$ cat src/rtl/axi_sched_pkg.sv
// rtl/axi_sched_pkg.sv - shared state type and round-robin pick helper for the write scheduler
package axi_sched_pkg;

  // Upper bound on arbitrated ports; the pick helper works on a fixed-width request vector.
  localparam int RR_MAX_PORTS = 32;
  localparam int RR_IDX_W     = 5;

  typedef enum logic {
    IDLE  = 1'b0,
    GRANT = 1'b1
  } sched_state_t;

  // First requester at or after ptr, wrapping over n ports; returns ptr when nobody requests.
  function automatic logic [RR_IDX_W-1:0] rr_pick(
    input logic [RR_MAX_PORTS-1:0] req,
    input logic [RR_IDX_W-1:0]     ptr,
    input int                      n
  );
    logic found;
    int   j;
    rr_pick = ptr;
    found   = 1'b0;
    for (int i = 0; i < RR_MAX_PORTS; i++) begin
      if (i < n) begin
        j = int'(ptr) + i;
        if (j >= n) j = j - n;
        if (!found && req[j[RR_IDX_W-1:0]]) begin
          rr_pick = j[RR_IDX_W-1:0];
          found   = 1'b1;
        end
      end
    end
  endfunction

endpackage

$ cat src/rtl/axi_sched_rr_arb.sv
// rtl/axi_sched_rr_arb.sv - registered round-robin AW arbiter holding its grant until acknowledged
module axi_sched_rr_arb
  import axi_sched_pkg::*;
#(
  parameter int  N  = 2,
  localparam int CL = $clog2(N)
) (
  input  logic          clk,
  input  logic          rst,
  input  logic [N-1:0]  i_req,
  input  logic          i_en,
  input  logic          i_ack,
  output logic          o_valid,
  output logic [CL-1:0] o_grant_idx
);

  sched_state_t  r_state;
  logic [CL-1:0] r_ptr;
  logic [CL-1:0] r_idx;
  logic          r_valid;
  logic [CL-1:0] w_pick;
  logic [CL-1:0] w_next_ptr;

  assign w_pick      = CL'(rr_pick(RR_MAX_PORTS'(i_req), RR_IDX_W'(r_ptr), N));
  assign w_next_ptr  = (r_idx == CL'(N - 1)) ? '0 : r_idx + CL'(1);
  assign o_valid     = r_valid;
  assign o_grant_idx = r_idx;

  // Grant FSM: latch a winner in IDLE, hold it until the master accepts, then rotate priority.
  always_ff @(posedge clk) begin
    if (!rst) begin
      r_state <= IDLE;
      r_ptr   <= '0;
      r_idx   <= '0;
      r_valid <= 1'b0;
    end else begin
      case (r_state)
        IDLE: begin
          if (i_en && |i_req) begin
            r_idx   <= w_pick;
            r_valid <= 1'b1;
            r_state <= GRANT;
          end
        end
        GRANT: begin
          if (i_ack) begin
            r_ptr   <= w_next_ptr;
            r_valid <= 1'b0;
            r_state <= IDLE;
          end
        end
        default: r_state <= IDLE;
      endcase
    end
  end

endmodule

$ cat src/rtl/axi_wr_sched.sv
// rtl/axi_wr_sched.sv - AW arbitration, AW-ordered W routing and outstanding-burst cap for one master port
module axi_wr_sched
  import axi_sched_pkg::*;
#(
  parameter int  S_COUNT    = 2,
  parameter int  FIFO_DEPTH = 4,
  parameter int  MAX_OUTST  = 8,
  localparam int CL_S       = $clog2(S_COUNT)
) (
  input  logic               clk,
  input  logic               rst,
  input  logic [S_COUNT-1:0] s_awvalid,
  output logic [S_COUNT-1:0] s_awready,
  output logic               m_awvalid,
  input  logic               m_awready,
  output logic [CL_S-1:0]    aw_sel,
  input  logic [S_COUNT-1:0] s_wvalid,
  input  logic [S_COUNT-1:0] s_wlast,
  output logic [S_COUNT-1:0] s_wready,
  output logic               m_wvalid,
  input  logic               m_wready,
  output logic [CL_S-1:0]    w_sel,
  input  logic               m_bhs,
  output logic [7:0]         outst_cnt,
  output logic               err_b_unf
);

  localparam int AW = $clog2(FIFO_DEPTH);

  logic [CL_S-1:0] r_fifo [FIFO_DEPTH];
  logic [AW-1:0]   r_wr_ptr;
  logic [AW-1:0]   r_rd_ptr;
  logic [AW:0]     r_cnt;
  logic [7:0]      r_outst;
  logic            r_err;

  logic            w_grant_en;
  logic            w_aw_hs;
  logic            w_empty;
  logic            w_pop;

  // New grants only when the order FIFO has room and the B budget is not exhausted.
  assign w_empty    = (r_cnt == '0);
  assign w_grant_en = (r_cnt < (AW+1)'(FIFO_DEPTH)) && (r_outst < 8'(MAX_OUTST));
  assign w_aw_hs    = m_awvalid && m_awready;

  axi_sched_rr_arb #(
    .N (S_COUNT)
  ) u_arb (
    .clk         (clk),
    .rst         (rst),
    .i_req       (s_awvalid),
    .i_en        (w_grant_en),
    .i_ack       (m_awready),
    .o_valid     (m_awvalid),
    .o_grant_idx (aw_sel)
  );

  // W mux follows the oldest accepted AW; an empty FIFO parks the select at port 0.
  assign w_sel     = w_empty ? '0 : r_fifo[r_rd_ptr];
  assign m_wvalid  = !w_empty && s_wvalid[w_sel];
  assign w_pop     = m_wvalid && m_wready && s_wlast[w_sel];
  assign outst_cnt = r_outst;
  assign err_b_unf = r_err;

  // Steer ready only to the granted AW port and the port owning the FIFO head.
  always_comb begin
    s_awready = '0;
    s_wready  = '0;
    if (m_awvalid) s_awready[aw_sel] = m_awready;
    if (!w_empty)  s_wready[w_sel]   = m_wready;
  end

  // Order FIFO: push the granted port on AW handshake, pop on the head port's last W beat.
  always_ff @(posedge clk) begin
    if (!rst) begin
      r_wr_ptr <= '0;
      r_rd_ptr <= '0;
      r_cnt    <= '0;
    end else begin
      if (w_aw_hs) begin
        r_fifo[r_wr_ptr] <= aw_sel;
        r_wr_ptr         <= r_wr_ptr + AW'(1);
      end
      if (w_pop) r_rd_ptr <= r_rd_ptr + AW'(1);
      case ({w_aw_hs, w_pop})
        2'b10:   r_cnt <= r_cnt + (AW+1)'(1);
        2'b01:   r_cnt <= r_cnt - (AW+1)'(1);
        default: r_cnt <= r_cnt;
      endcase
    end
  end

  // Outstanding bursts: count AW handshakes against B handshakes; flag a B with nothing pending.
  always_ff @(posedge clk) begin
    if (!rst) begin
      r_outst <= 8'd0;
      r_err   <= 1'b0;
    end else if (w_aw_hs && !m_bhs) begin
      r_outst <= r_outst + 8'd1;
    end else if (m_bhs && !w_aw_hs) begin
      if (r_outst == 8'd0) r_err <= 1'b1;
      else                 r_outst <= r_outst - 8'd1;
    end
  end

endmodule

$ cat config.mk
export PLATFORM = sky130hd
export DESIGN_NAME = axi_wr_sched
export DESIGN_NICKNAME = d
export VERILOG_FILES = /design/src/rtl/axi_sched_pkg.sv /design/src/rtl/axi_sched_rr_arb.sv /design/src/rtl/axi_wr_sched.sv
export SDC_FILE = /design/constraint.sdc
export NUM_CORES = 1
export LEC_CHECK = 0
export CORE_MARGIN = 5
export CORE_UTILIZATION = 50
export CTS_CLUSTER_SIZE = 25
export DETAILED_ROUTE_END_ITERATION = 8
export GPL_TIMING_DRIVEN = 0
export PLACE_DENSITY = 0.75
export SETUP_SLACK_MARGIN = 0.1
export SLEW_MARGIN = 10
export SYNTH_ARGS = -nofsm -noshare
export SYNTH_HDL_FRONTEND = slang
export SYNTH_HIERARCHICAL = 1
export SYNTH_SLANG_ARGS = --single-unit
$ cat constraint.sdc
create_clock -name clk -period 4.7 [get_ports clk]
set_input_delay 0.47 -clock clk [delete_from_list [all_inputs] [get_ports clk]]
set_output_delay 0.47 -clock clk [all_outputs]
set_load 0.005 [all_outputs]
==> out/results.ini, run 1 <==
[status]
outcome = complete, no violations

[cts]
cts-htree-levels = 1
post_cts_resize_count = 0
cts_buffers = 3
cts_tree = done
clockRootBuffer = clkbuf_4
clock_sinks = 26
clk_pin_slew_ns = 0.14
clk_path_buf_depth = 2
clk-insertion-delay-late_ns = 0.31
cts_setup_buffers = 0
cts_hold_buf = 0

[yosys]
yosys_most_used_dff = dfxtp_1
synthMuxAreaShare_pct = 4.18
ys_ff_latch = 26
syn_avg_cell_area_um2 = 9.20
synth_top_area_cell = dfxtp_1
synthArstFlopShare_pct = 0
synth_top_family_by_area = simple AND/OR/NAND/NOR gates
synthXorXnorAreaFrac_pct = 4.59
synth_edf_count = 4
yosys-top-cells-area = dfxtp_1 29%, ha_1 11%, edfxtp_1 7.9%
synth-simple-area-share_pct = 23.7
synth_area_um2 = 1530
synth.distinct_cells = 44
postSynthCellCount = 166
yosys_warnings = 6
synth_fa_ha_area_share_pct = 13.3
synth_compound_area_share_pct = 13.9
seq_area_frac_synth_pct = 36.7
yosysTopAreaCellShare_pct = 28.8
syn_nets = 192

[global_route]
grt_pass1_vias = 1205
grt_max_degree = 15
antenna_found_initial = 0
overflow = 0
grtUsageTotal_pct = 15.2
grt_pass1_wl_um = 5240

[detailed_routing]
vias = 1242
drcViolationCount = 0
wl_per_cell_um = 13.2
drt-pass1-iter-count = 4
ant_nets = 0
vias_per_cell = 5.40
wl_um = 3030
drt_iter0_drc = 23

[cells_and_area]
drive_gt1_share_pct = 5.58
final_cell_mix = 27 x clkdlybuf4s50_1, 22 x dfxtp_1, 18 x nand2_1
area_delta_synth_final_pct = 22.1
nets = 224
layout_commonest_cell = clkdlybuf4s50_1
multi_input_area_um2 = 911
seq_area_um2 = 561
nFillCells = 265
antennaDiodeCount = 0

[sta]
slew_violations = 0
skew_ns = 0.00406
tightest_slew_ns = 0.547
layout_setup_ws_ns = 1.66
setup-violations-final = 0
final-hold-violation-count = 0
fmax_ghz = 0.329
fin_tns_setup_ns = 0
rsz0062_at_grt = false
finalCritPeriodShare_pct = 64.7
slew_headroom_pct = 63.4
min_period_ns = 3.04

[floorplan]
die_area_um2 = 4260
io_pins = 28
design.core.area_um2 = 3000
rows = 20
die_w_um = 65.3
die_h_um = 65.3
start_util_pct = 50.9

[setup_path]
crit_path_start_kind = input pin
ff2ff_setup_slack_ns = 1.89
arrival_ns = 3.25
r2r_start = r_fifo[3]
required_ns = 4.91
critPathCaptureType = flip-flop
worstReg2RegEnd = r_cnt[2]
cp_max_fo = 8
worstRegToRegCells = 9
critPathKind = in2reg

[worst_hold_path]
whs_endpoint = u_arb/r_ptr
min_path_type = reg2reg
hold_depth = 2
min-delay-start = u_arb/r_ptr

[run]
cap_violations = 0

[pwr]
internal_power_w = 0.000616
p_leak_nw = 0.754
p_sw_w = 0.000400
pwr-share-comb_pct = 57.6
p_seq_share_pct = 33.0
swShare_pct = 39.4
peakVddDrop_mv = 0.327
p_clk_share_pct = 9.4
power_density_nw_per_um2 = 545

[placement]
portBuffers = 27
dp_hpwl_um = 2400
post-place-ws_ns = 1.32
routabilityCongestion = 0.831

flip-flops by register name, indices dropped and copies added (netlist names), named ones only:
signal	count
err_b_unf	1
outst_cnt	8
r_cnt	3
r_fifo	4
r_rd_ptr	2
r_wr_ptr	2
u_arb/o_grant_idx	1
u_arb/o_valid	1
u_arb/r_ptr	1
u_arb/r_state	1
layout make-up:
type	count	area share, %
multi-input combinational	125	48.8
timing repair buffer	27	14.5
sequential	26	30.0
clock buffer	4	1.41
buffer	4	0.805
tap	33	2.21
inverter	11	2.21
cells by family after synthesis:
| group | after synthesis |
|---|---|
| and+or+nand+nor | 66 |
| xor gates and xnor gates | 8 |
| adders and majority gates | 15 |
| AOI/OAI and AO/OA | 31 |
| buffers and inverters | 15 |
| DFF | 26 |
| muxes | 5 |
stage by stage:
stage / power [W] / instance area, um^2 / instances / utilization, % / hold slack, ns
final: 0.00102 / 1870 / 230 / 62.1 / 0.466
after detailed placement: 0.000925 / 1840 / 226 / 61.3 / 0.449
after global routing: 0.00111 / 1870 / 230 / 62.1 / 0.493
after global placement: 0.000909 / 1840 / 226 / 61.3 / 0.439
after floorplan: 0.000731 / 1530 / 166 / - / 0.432
after CTS: 0.00102 / 1870 / 230 / 62.1 / 0.468
layer usage:
metal	vias to the layer above	track usage, %	part of all wire [%]
met5	-	0	0
met4	0	3.11	0.59
met3	2	2.91	4.4
met2	31	28.6	50
met1	570	17.8	45
li1	639	-	-
worst max-delay path by stage:
| stage | startpoint | end | cells after the start |
|---|---|---|---|
| after global routing | m_awready | outst_cnt[7] | 11 |
| after detailed placement | m_awready | outst_cnt[7] | 11 |
| after floorplan | flip-flop | r_cnt[2] | 9 |
| after global placement | m_awready | outst_cnt[7] | 11 |
| final | m_awready | outst_cnt[7] | 11 |
| after CTS | m_awready | outst_cnt[7] | 11 |
power by group through the flow:
stage / clock [W] / sequential [W] / combinational, W
finish: 0.0000958 / 0.000335 / 0.000585
global route: 0.000105 / 0.000345 / 0.000659
CTS: 0.0000960 / 0.000336 / 0.000589
detailed placement: 0 / 0.000340 / 0.000585
global placement: 0 / 0.000338 / 0.000570
floorplan: 0 / 0.000333 / 0.000398
Yosys cell counts, types with 4 or more instances:
library cell,count
nand2_1,18
ha_1,13
dfxtp_1,22
o21ai_0,8
nor2_1,7
xnor2_1,4
and3_1,5
and2_1,7
nor3_1,4
xor2_1,4
edfxtp_1,4
inv_1,11
clkbuf_1,4
a21boi_0,5
nand3_1,5
a21oi_1,5
critical path, cell delays in order:
cell             delay [ns]
clkdlybuf4s50_1        0.52
and2_1                 0.14
clkbuf_1               0.28
ha_1                   0.32
inv_1                  0.17
ha_1                   0.37
a21oi_1                0.21
a21oi_1                0.09
and3b_1                0.21
mux2_2                 0.35
mux2i_1                0.13
No activity file was read; power rests on OpenSTA's default activity.
==> run 2, diff against run 1 <==
- CORE_UTILIZATION: 50 -> 47
- PLACE_DENSITY: 0.75 -> 0.74
- clock period: 4.7 -> 2.48 ns (I/O delays scaled with it)
==> out/results.ini, run 2 (synthesis results as in run 1) <==
[cells_and_area]
antennaDiodeCount = 0
largest_reg_flops = 8
drive_gt1_share_pct = 18.2
final_cell_mix = 26 x clkdlybuf4s50_1, 20 x dfxtp_1, 18 x nand2_1
layout_commonest_cell = clkdlybuf4s50_1
fin_cells = 253
area_delta_synth_final_pct = 35.5
nets = 236

[setup_path]
crit_chain = mux4_2 > a21bo_1 > a211oi_2 > ha_2 > inv_2 > fa_2 > xor2_1 > or3_1 > a21boi_1
cp_num_buf_inv = 1
critPathCaptureType = flip-flop
arrival_ns = 2.84
critPathSlowestCell = mux4_2
crit_path_start_kind = flip-flop
required_ns = 2.73
cp_max_fo = 5
critPathMaxStageDelay_ns = 0.55
cp_top_family = adder cells
critPathKind = reg2reg

[detailed_routing]
drt-pass1-iter-count = 4
drcViolationCount = 0
ant_nets = 0
drt_iter0_drc = 51
vias_per_cell = 5.23
vias = 1322
wl_per_cell_um = 13.9
wl_um = 3530

[placement]
dp_hpwl_um = 2540
post-place-cells = 237
routabilityCongestion = 0.832
post-place-ws_ns = -0.488
portBuffers = 27

[sta]
slew_headroom_pct = 63.2
timing.hold.ws_ns = 0.333
rsz0062_at_grt = true
skew_ns = 0.00359
min_period_ns = 2.59
fin_tns_setup_ns = -0.111
final-hold-violation-count = 0
slew_violations = 0
tightest_slew_ns = 0.550
layout_setup_ws_ns = -0.111
fmax_ghz = 0.386
finalCritPeriodShare_pct = 104
setup-violations-final = 1

[floorplan]
io_pins = 28
rows = 20
die_w_um = 67.0
die_h_um = 67.0
design.core.area_um2 = 3080
die_area_um2 = 4490
start_util_pct = 49.6

[status]
violations = setup timing
outcome = finished with violations

[cts]
cts_tree = done
clk_path_buf_depth = 2
cts_buffers = 3
cts-htree-levels = 1
clk_pin_slew_ns = 0.14
clock_sinks = 26
clk-insertion-delay-late_ns = 0.31
clockRootBuffer = clkbuf_4

[pwr]
p_seq_share_pct = 30.5
p_sw_w = 0.000848
internal_power_w = 0.00131
peakVddDrop_mv = 0.670
power_density_nw_per_um2 = 1040
swShare_pct = 39.3
p_clk_share_pct = 8.2
p_leak_nw = 0.846
pwr-share-comb_pct = 61.2

[global_route]
grt_pass1_wl_um = 5850
antenna_found_initial = 0
grt_max_degree = 15
grt_pass1_vias = 1372
grtUsageTotal_pct = 16.6
overflow = 0

[worst_hold_path]
min_path_type = in2reg

[run]
cap_violations = 0

run 2: cell types whose count changed in the layout (fill, tap and decap cells not counted), sizes merged:
cell | previous run | this run
inv | 11 | 10
buf | 0 | 13
clkinv | 0 | 1
dlymetal6s2s | 0 | 1
clkbuf | 8 | 6
clkdlybuf4s50 | 27 | 26
clkinvlp | 0 | 1
run 2: layout make-up:
type,count,area (um^2)
buffer,4,22.5
clock buffer,3,22.5
clock inverter,1,3.75
fill,241,1010
inverter,11,45.0
multi-input combinational,125,992
sequential,26,563
tap,44,55.1
timing repair buffer,39,367
run 2: worst reg2reg max path: cells and delay by family (launching register included):
family | cells | cell delay, ns
buffers and inverters | 1 | 0.04
AOI/OAI and AO/OA | 3 | 0.55
DFF | 1 | 0.39
and+or+nand+nor | 1 | 0.30
xor gates and xnor gates | 1 | 0.15
muxes | 1 | 0.55
adders and majority gates | 2 | 0.56
run 2: power groups by stage:
stage	clock network [W]	logic [W]	registers (W)
6_report	0.000177	0.00132	0.000658
3_3_place_gp	0	0.00108	0.000643
4_1_cts	0.000185	0.00115	0.000642
3_5_place_dp	0	0.00112	0.000648
5_1_grt	0.000211	0.00145	0.000677
2_1_floorplan	0	0.000760	0.000632
run 2: through the flow:
step | power (W) | cell area, um^2 | util (%)
detailed placement | 0.00177 | 1860 | 60.5
floorplan | 0.00139 | 1540 | -
global route | 0.00233 | 2070 | 67.3
CTS | 0.00197 | 1930 | 62.8
finish | 0.00216 | 2070 | 67.3
global placement | 0.00172 | 1860 | 60.5
run 2: timing repair:
item,in CTS,in global routing
pin swaps,3,6
hold buffers,0,0
resized for setup,2,17
setup endpoints to repair,6,8
buffers inserted,3,9
run 2: path summary, 6_finish.rpt:
kind | startpoint | end | slack [ns] | cells past startpoint
worst max register to register | r_fifo[3] | r_cnt[2] | -0.11 | 9
worst max-delay path | r_fifo[3] | r_cnt[2] | -0.11 | 9
worst min-delay path | m_awready | u_arb/o_valid | 0.33 | 3
worst min register to register | u_arb/r_ptr | u_arb/r_ptr | 0.47 | 2
run 2: routing by layer:
| metal | part of all wire (%) | vias up | wire length (um) | global-route usage, % |
|---|---|---|---|---|
| li1 | - | 663 | - | - |
| met1 | 44 | 635 | 1560 | 19.3 |
| met2 | 53 | 22 | 1850 | 31.0 |
| met3 | 2.9 | 2 | 101 | 2.36 |
| met4 | 0.43 | 0 | 15 | 4.81 |
| met5 | 0 | - | 0 | 0 |
==> run 3, diff against run 2 <==
- CORE_UTILIZATION: 47 -> 30
- PLACE_DENSITY: 0.74 -> 0.49
- clock period: 2.48 -> 2.9 ns (I/O delays scaled with it)
==> out/results.ini, run 3 (synthesis results as in run 1) <==
[setup_path]
crit_path_start_kind = flip-flop
critPathSlowestCell = mux4_2
critPathMaxStageDelay_ns = 0.55
critPathLaunch = r_fifo[3]
arrival_ns = 2.90
critPathKind = reg2reg
cp_max_fo = 6
cp_top_family = compound AO/OA/AOI/OAI gates
cp_num_buf_inv = 1
critPathCaptureType = flip-flop
crit_chain = mux4_2 > a21bo_1 > a211oi_4 > ha_2 > inv_1 > fa_2 > xor2_1 > or3_1 > a21boi_1
required_ns = 3.10
r2r_start = r_fifo[3]

[global_route]
overflow = 0
grt_pass1_vias = 1314
grt_pass1_wl_um = 6180
grt_max_degree = 16
antenna_found_initial = 0
grtUsageTotal_pct = 11.7

[detailed_routing]
drcViolationCount = 0
drt-pass1-iter-count = 4
wl_um = 3450
wl_per_cell_um = 12.8
ant_nets = 0
vias = 1258
drt_iter0_drc = 58
vias_per_cell = 4.68

[floorplan]
io_pins = 28
die_w_um = 81.4
die_h_um = 81.4
start_util_pct = 30.3
design.core.area_um2 = 5040
die_area_um2 = 6620
rows = 26

[sta]
tightest_slew_ns = 0.580
fin_tns_setup_ns = 0
slew_violations = 0
timing.hold.ws_ns = 0.474
slew_headroom_pct = 61.2
min_period_ns = 2.70
final-hold-violation-count = 0
layout_setup_ws_ns = 0.203
fmax_ghz = 0.371
skew_ns = 0.00201
finalCritPeriodShare_pct = 93.0
setup-violations-final = 0
rsz0062_at_grt = true

[worst_hold_path]
min-delay-start = u_arb/r_ptr
min_path_type = reg2reg

[cts]
cts_buffers = 3
clk_pin_slew_ns = 0.09
cts_tree = done
clock_sinks = 26
clk-insertion-delay-late_ns = 0.27
clockRootBuffer = clkbuf_8
clk_path_buf_depth = 2
cts_hold_buf = 0
cts-htree-levels = 1

[placement]
dpl_cell_area_um2 = 1890
dp_hpwl_um = 2650
portBuffers = 27
post-place-ws_ns = -0.316
routabilityCongestion = 0.900

[run]
cap_violations = 0

[pwr]
power.total_w = 0.00183
peakVddDrop_mv = 0.417
power_density_nw_per_um2 = 912
p_leak_nw = 0.789

[cells_and_area]
antennaDiodeCount = 0
layout_commonest_cell = clkdlybuf4s50_1
fin_area_um2 = 2000
largest_reg_flops = 8
area_delta_synth_final_pct = 31.2
drive_gt1_share_pct = 10.1
multi_input_area_um2 = 942
nets = 226
seq_area_um2 = 561
nFillCells = 524
final_cell_mix = 27 x clkdlybuf4s50_1, 22 x dfxtp_1, 18 x nand2_1

[status]
outcome = complete, no violations

## run 3: path summary, 6_finish.rpt
| path | to | slack, ns | cells past startpoint |
|---|---|---|---|
| hold / removal | u_arb/r_ptr | 0.47 | 2 |
| setup / recovery | r_cnt[2] | 0.20 | 9 |
| hold reg to reg | u_arb/r_ptr | 0.47 | 2 |
| setup reg to reg | r_cnt[2] | 0.20 | 9 |
## run 3: worst reg2reg max path: stages (launching register included)
cell	delay, ns
edfxtp_1	0.38
mux4_2	0.55
a21bo_1	0.25
a211oi_4	0.27
ha_2	0.23
inv_1	0.05
fa_2	0.33
xor2_1	0.15
or3_1	0.31
a21boi_1	0.12
## run 3: through the flow
step                utilization (%)  instances
global route                   39.8        269
CTS                            39.2        268
floorplan                         -        166
finish                         39.8        269
global placement               37.4        263
detailed placement             37.4        263
## run 3: layer usage
| metal | GRT usage, % | part of all wire [%] | up-vias |
|---|---|---|---|
| met5 | 0 | 0 | - |
| met4 | 3.55 | 0.78 | 0 |
| met3 | 2.22 | 4.7 | 2 |
| met2 | 20.1 | 49 | 22 |
| met1 | 14.7 | 45 | 589 |
| li1 | - | - | 645 |
## run 3: layout make-up
cell class,instances,area share (%)
multi-input combinational,125,47.0
sequential,26,28.0
timing repair buffer,29,14.2
tap,70,4.37
clock buffer,3,2.06
inverter,11,2.06
clock inverter,1,1.50
buffer,4,0.811
## run 3: repair_timing
action | CTS | global route
setup endpoints to repair | 4 | 4
gates resized for setup | 3 | 5
setup buffers | 1 | 1
pin swaps | 1 | 4
endpoints found under the hold margin | 0 | 0
## run 3: report_power, final
group	switching (W)	internal, W
Clock	0.000115	0.000185
Combinational	0.000471	0.000506
Sequential	0.0000947	0.000457
Total	0.000680	0.00115
==> patch 1: new RTL, flow settings as in run 2 <==
Put one more register stage on the output `outst_cnt`, cleared by the reset. The value now appears one clock later. The other outputs are not delayed to match.
--- a/src/rtl/axi_wr_sched.sv
+++ b/src/rtl/axi_wr_sched.sv
@@ -60,7 +60,13 @@
   assign w_sel     = w_empty ? '0 : r_fifo[r_rd_ptr];
   assign m_wvalid  = !w_empty && s_wvalid[w_sel];
   assign w_pop     = m_wvalid && m_wready && s_wlast[w_sel];
-  assign outst_cnt = r_outst;
+  always_ff @(posedge clk) begin
+    if (!rst) begin
+      outst_cnt <= '0;
+    end else begin
+      outst_cnt <= r_outst;
+    end
+  end
   assign err_b_unf = r_err;
 
   // Steer ready only to the granted AW port and the port owning the FIFO head.
Function: changed (Yosys sat finds a counterexample within 4 cycles, from zero or initial values and one cycle with rst low).
==> patch 1 against run 2 <==
  * The run still ends with setup timing left
  * Sequential cell count increased by 8
  * Via count rose by 5.4%
  * Non-clock buffer count decreased by 6
  * Design area rose by 10%
  * Area after synthesis rose by 15%
  * Worst hold slack gained 140 ps
  * Power down 3.4%
  * Wire length is 2.8% higher
  * Global-route usage fell by 1.3 points
  * Setup slack got worse by 7.1 ps
  * Count of clock-buffer cells in the layout increased by 3
  * Critical endpoint unchanged
  * Largest power group unchanged
==> patch 1: results (changes against run 2) <==
| Metric | Value |
|---|---|
| Placement Setup Slack | `-661 ps (was -488 ps)` |
| Largest fanout on the critical path | `6 (was 5)` |
| Relative slew margins | `0.659 (was 0.632)` |
| CTS HTree Levels | `2 (was 1)` |
| Final setup fails | `1 (unchanged)` |
| Final std cells w/o fill | `272 (was 253)` |
| Yosys cell types | `41 (was 44)` |
| Worst skew pair latency | `280 ps (was 310 ps)` |
| Post-DP Area | `2110 um2 (was 1860 um2)` |
| Status | `finished, violations left (unchanged)` |
| Hold slack | `472 ps (was 333 ps)` |
| Synth top area share | `0.342 (was 0.288)` |
| Synth area leaders | `dfxtp_1, ha_1, edfxtp_1, and2_1, nand2_1 (was dfxtp_1, ha_1, edfxtp_1, nand2_1, and2_1)` |
| Sequential group share of total power | `0.374 (was 0.305)` |
| Gpl congestion | `0.775 (was 0.832)` |
| Largest net degree at the start of global routing | `11 (was 15)` |
| Met3 Track Usage GR | `0.0483 (was 0.0236)` |
| Leakage | `0.000908 uW (was 0.000846 uW)` |
| DP Cell Count | `259 (was 237)` |
| Comb. pwr | `921 uW (was 1320 uW)` |
| CTS root buffer | `clkbuf_8 (was clkbuf_4)` |
| Number of fill cells | `301 (was 241)` |
| DP Wirelength | `2.69 mm (was 2.54 mm)` |
| Register area share after synthesis | `0.411 (was 0.367)` |
| Met1 usage | `0.179 (was 0.193)` |
| Met2 Routed Length | `1.82 mm (was 1.85 mm)` |
| Failing checks | `setup timing (unchanged)` |
| DRT met1 WL | `1.56 mm (about the same)` |
| Worst vdd ir | `0.464 mV (was 0.670 mV)` |
| Reg area | `723 um2 (was 563 um2)` |
| Total CTS buffers | `5 (was 3)` |
| Worst-path clk slew | `70 ps (was 140 ps)` |
| Sequential Power | `780 uW (was 658 uW)` |
| Syn Area/Cell | `9.53 um2 (was 9.20 um2)` |
| Drt via density | `5.13 (was 5.23)` |
| Syn_nets | `210 (was 192)` |
| WL met3 | `176 um (was 101 um)` |
| Layout net count | `249 (was 236)` |
| Vias in the first global route | `1384 (was 1372)` |
| Worst clock skew | `4.52 ps (was 3.59 ps)` |
| Routed WL per cell | `13.3 um (was 13.9 um)` |
| Share of cells above drive strength 1 | `0.147 (was 0.182)` |
| Synth top cells by count | `dfxtp_1, and2_1, nand2_1, ha_1, inv_1 (was dfxtp_1, nand2_1, ha_1, inv_1, o21ai_0)` |
| Setup_tns | `-118 ps (was -111 ps)` |
| Crit-path leading delay family | `compound AO/OA/AOI/OAI gates (was adder cells)` |
| Fin worst setup slack | `-118 ps (was -111 ps)` |
patch 1: cell types whose count changed after synthesis, sizes merged, moves of 2 or more:
cell	change
and2	+8
dfxtp	+8
nand2	-3
nand3	-2
o211ai	+2
o21ai	+3
patch 1: layout make-up:
| cell class | instances | area share |
|---|---|---|
| tap | 48 | 0.0264 |
| inverter | 12 | 0.0214 |
| multi-input combinational | 133 | 0.451 |
| clock inverter | 2 | 0.00384 |
| timing repair buffer | 32 | 0.136 |
| buffer | 5 | 0.0115 |
| sequential | 34 | 0.317 |
| clock buffer | 6 | 0.0319 |
patch 1: cell families after synthesis:
kind of cell,after synthesis,share of synthesized area
mux,5,0.0364
flops,34,0.411
compound gates,36,0.138
xor+xnor,7,0.0350
buf+inv,17,0.0364
fa+ha+maj,15,0.116
simple gates,70,0.228
patch 1: timing repair:
item	CTS	global route
endpoints found under the setup margin	5	5
setup buffers	4	1
hold buffers	0	0
gates cloned	0	0
pin swaps	7	2
resized for setup	4	9
==> patch 2: new RTL, settings of run 2 <==
Made on the original files. `FIFO_DEPTH`: 4 -> 8.
--- a/src/rtl/axi_wr_sched.sv
+++ b/src/rtl/axi_wr_sched.sv
@@ -3,7 +3,7 @@
   import axi_sched_pkg::*;
 #(
   parameter int  S_COUNT    = 2,
-  parameter int  FIFO_DEPTH = 4,
+  parameter int  FIFO_DEPTH = 8,
   parameter int  MAX_OUTST  = 8,
   localparam int CL_S       = $clog2(S_COUNT)
 ) (
Check against the original RTL: not equivalent (Yosys sat finds a counterexample within 10 cycles, from zero or initial values and one cycle with rst low).
==> patch 2 against run 2 <==
  * The flow still finishes with violations (setup timing)
  * Clock skew about the same
  * Setup slack worse by 43 ps
  * Design area up 19%
  * Critical path depth up 2
  * Global-route usage down 1.5 points
  * Non-clock buffer count down 5
  * Combinational power down 31%
  * Power up 1.1%
  * Cell count up 13%
  * Area after synthesis up 26%
  * Clock power rose to 2.9 times the old value
  * Wire length up 5.6%
  * Sequential cell count up 8
  * Largest power group unchanged
==> patch 2: results (changes against run 2) <==
| Metric | Value |
|---|---|
| Status | `finished, violations left (unchanged)` |
| Failing checks | `setup timing (unchanged)` |
| Worst skew pair latency | `290 ps (was 310 ps)` |
| Total GRT Usage | `0.151 (was 0.166)` |
| Syn_nets | `221 (was 192)` |
| Gpl congestion | `0.797 (was 0.832)` |
| Synth area leaders | `dfxtp_1, edfxtp_1, ha_1, nand2_1, mux2i_1 (was dfxtp_1, ha_1, edfxtp_1, nand2_1, and2_1)` |
| Layout net count | `261 (was 236)` |
| First-pass GRT wire length | `6.41 mm (was 5.85 mm)` |
| Worst EP arrival | `2860 ps (was 2840 ps)` |
| Largest net degree at the start of global routing | `14 (was 15)` |
| Share of cells above drive strength 1 | `0.152 (was 0.182)` |
| Hold Crit Class | `reg2reg (was in2reg)` |
| Leakage | `0.00102 uW (was 0.000846 uW)` |
| Via count | `1517 (was 1322)` |
| Final setup fails | `4 (was 1)` |
| DP Wirelength | `2.71 mm (was 2.54 mm)` |
| Largest stage delay on the critical path | `500 ps (was 550 ps)` |
| Yosys cell types | `47 (was 44)` |
| Register area share after synthesis | `0.396 (was 0.367)` |
| CTS root buffer | `clkbuf_8 (was clkbuf_4)` |
| Fin worst setup slack | `-154 ps (was -111 ps)` |
| Routed WL | `3.72 mm (was 3.53 mm)` |
| Crit-path leading delay family | `multiplexers (was adder cells)` |
| Worst-path clk slew | `70 ps (was 140 ps)` |
| Worst vdd ir | `0.526 mV (was 0.670 mV)` |
| Post-DP Area | `2280 um2 (was 1860 um2)` |
| Placement Setup Slack | `-690 ps (was -488 ps)` |
| CTS HTree Levels | `2 (was 1)` |
| Worst clock skew | `3.27 ps (was 3.59 ps)` |
| Vias in the first global route | `1441 (was 1372)` |
| Total CTS buffers | `5 (was 3)` |
| Initial DRC count | `56 (was 51)` |
| Number of synthesized flops with an enable pin | `8 (was 4)` |
| Tightest Pin Transition | `443 ps (was 550 ps)` |
## patch 2: changes by cell type after synthesis, sizes merged, moves of 3 or more
cell and delta:
and2 -3, nor2 +4, and3 -5, inv -6, nor3 +7, edfxtp +4, nand2 +5, dfxtp +4
mux2i +6
## patch 2: layout make-up
cell class,count,area share
Multi-Input combinational cell,151,0.471
Sequential cell,34,0.309
Timing Repair Buffer,33,0.132
Clock buffer,5,0.0279
Tap cell,50,0.0253
Clock inverter,3,0.0182
Inverter,6,0.00963
Buffer,5,0.00811
## patch 2: stage by stage
| step | std cells | TNS, ps | util | total power [uW] |
|---|---|---|---|---|
| after floorplan | 196 | -213 | - | 1370 |
| after global placement | 273 | -2870 | 0.573 | 1640 |
| after detailed placement | 273 | -2990 | 0.573 | 1660 |
| after CTS | 285 | -392 | 0.612 | 2200 |
| after global routing | 287 | -947 | 0.622 | 2340 |
| final | 287 | -348 | 0.622 | 2180 |
## patch 2: timing repair
action | CTS | global route
pin swaps | 2 | 2
gates resized for setup | 5 | 6
gates cloned | 0 | 0
endpoints found under the setup margin | 10 | 12
setup buffers | 4 | 2
## patch 2: layer usage
layer,track usage,share of wire,vias to the layer above
met1,0.201,0.46,705
met2,0.234,0.47,29
li1,-,-,776
met3,0.0365,0.054,7
met4,0.0664,0.019,0
met5,0,0,-
## patch 2: kinds of logic after synthesis
kind of cell / after synthesis / synth area share
multiplexers: 11 / 0.0827
buffers and inverters: 11 / 0.0228
XOR/XNOR: 10 / 0.0456
AO/OA/AOI/OAI: 38 / 0.143
adder cells (fa/ha/maj): 14 / 0.0951
AND/OR/NAND/NOR: 78 / 0.216
flip-flops: 34 / 0.396
## patch 2: final timing paths
check | end | cells past startpoint | start | slack [ps]
worst min register to register | flop | 2 | r_rd_ptr[1]$_SDFFE_PN0P_ | 460
worst max register to register | r_cnt[2]$_SDFFE_PN0P_ | 11 | r_fifo[6]$_DFFE_PP_ | -150
worst max-delay path | r_cnt[2]$_SDFFE_PN0P_ | 11 | r_fifo[6]$_DFFE_PP_ | -150
worst min-delay path | flop | 2 | r_rd_ptr[1]$_SDFFE_PN0P_ | 460
## patch 2: tightest hold or removal path, stage by stage, from the launching register on
cell and delay, ps:
dfxtp_1 320, nand3_1 60, nand2_1 50
## patch 2: power breakdown
group,internal (uW),switching [uW]
Combinational,482,428
Sequential,659,103
Clock,299,210
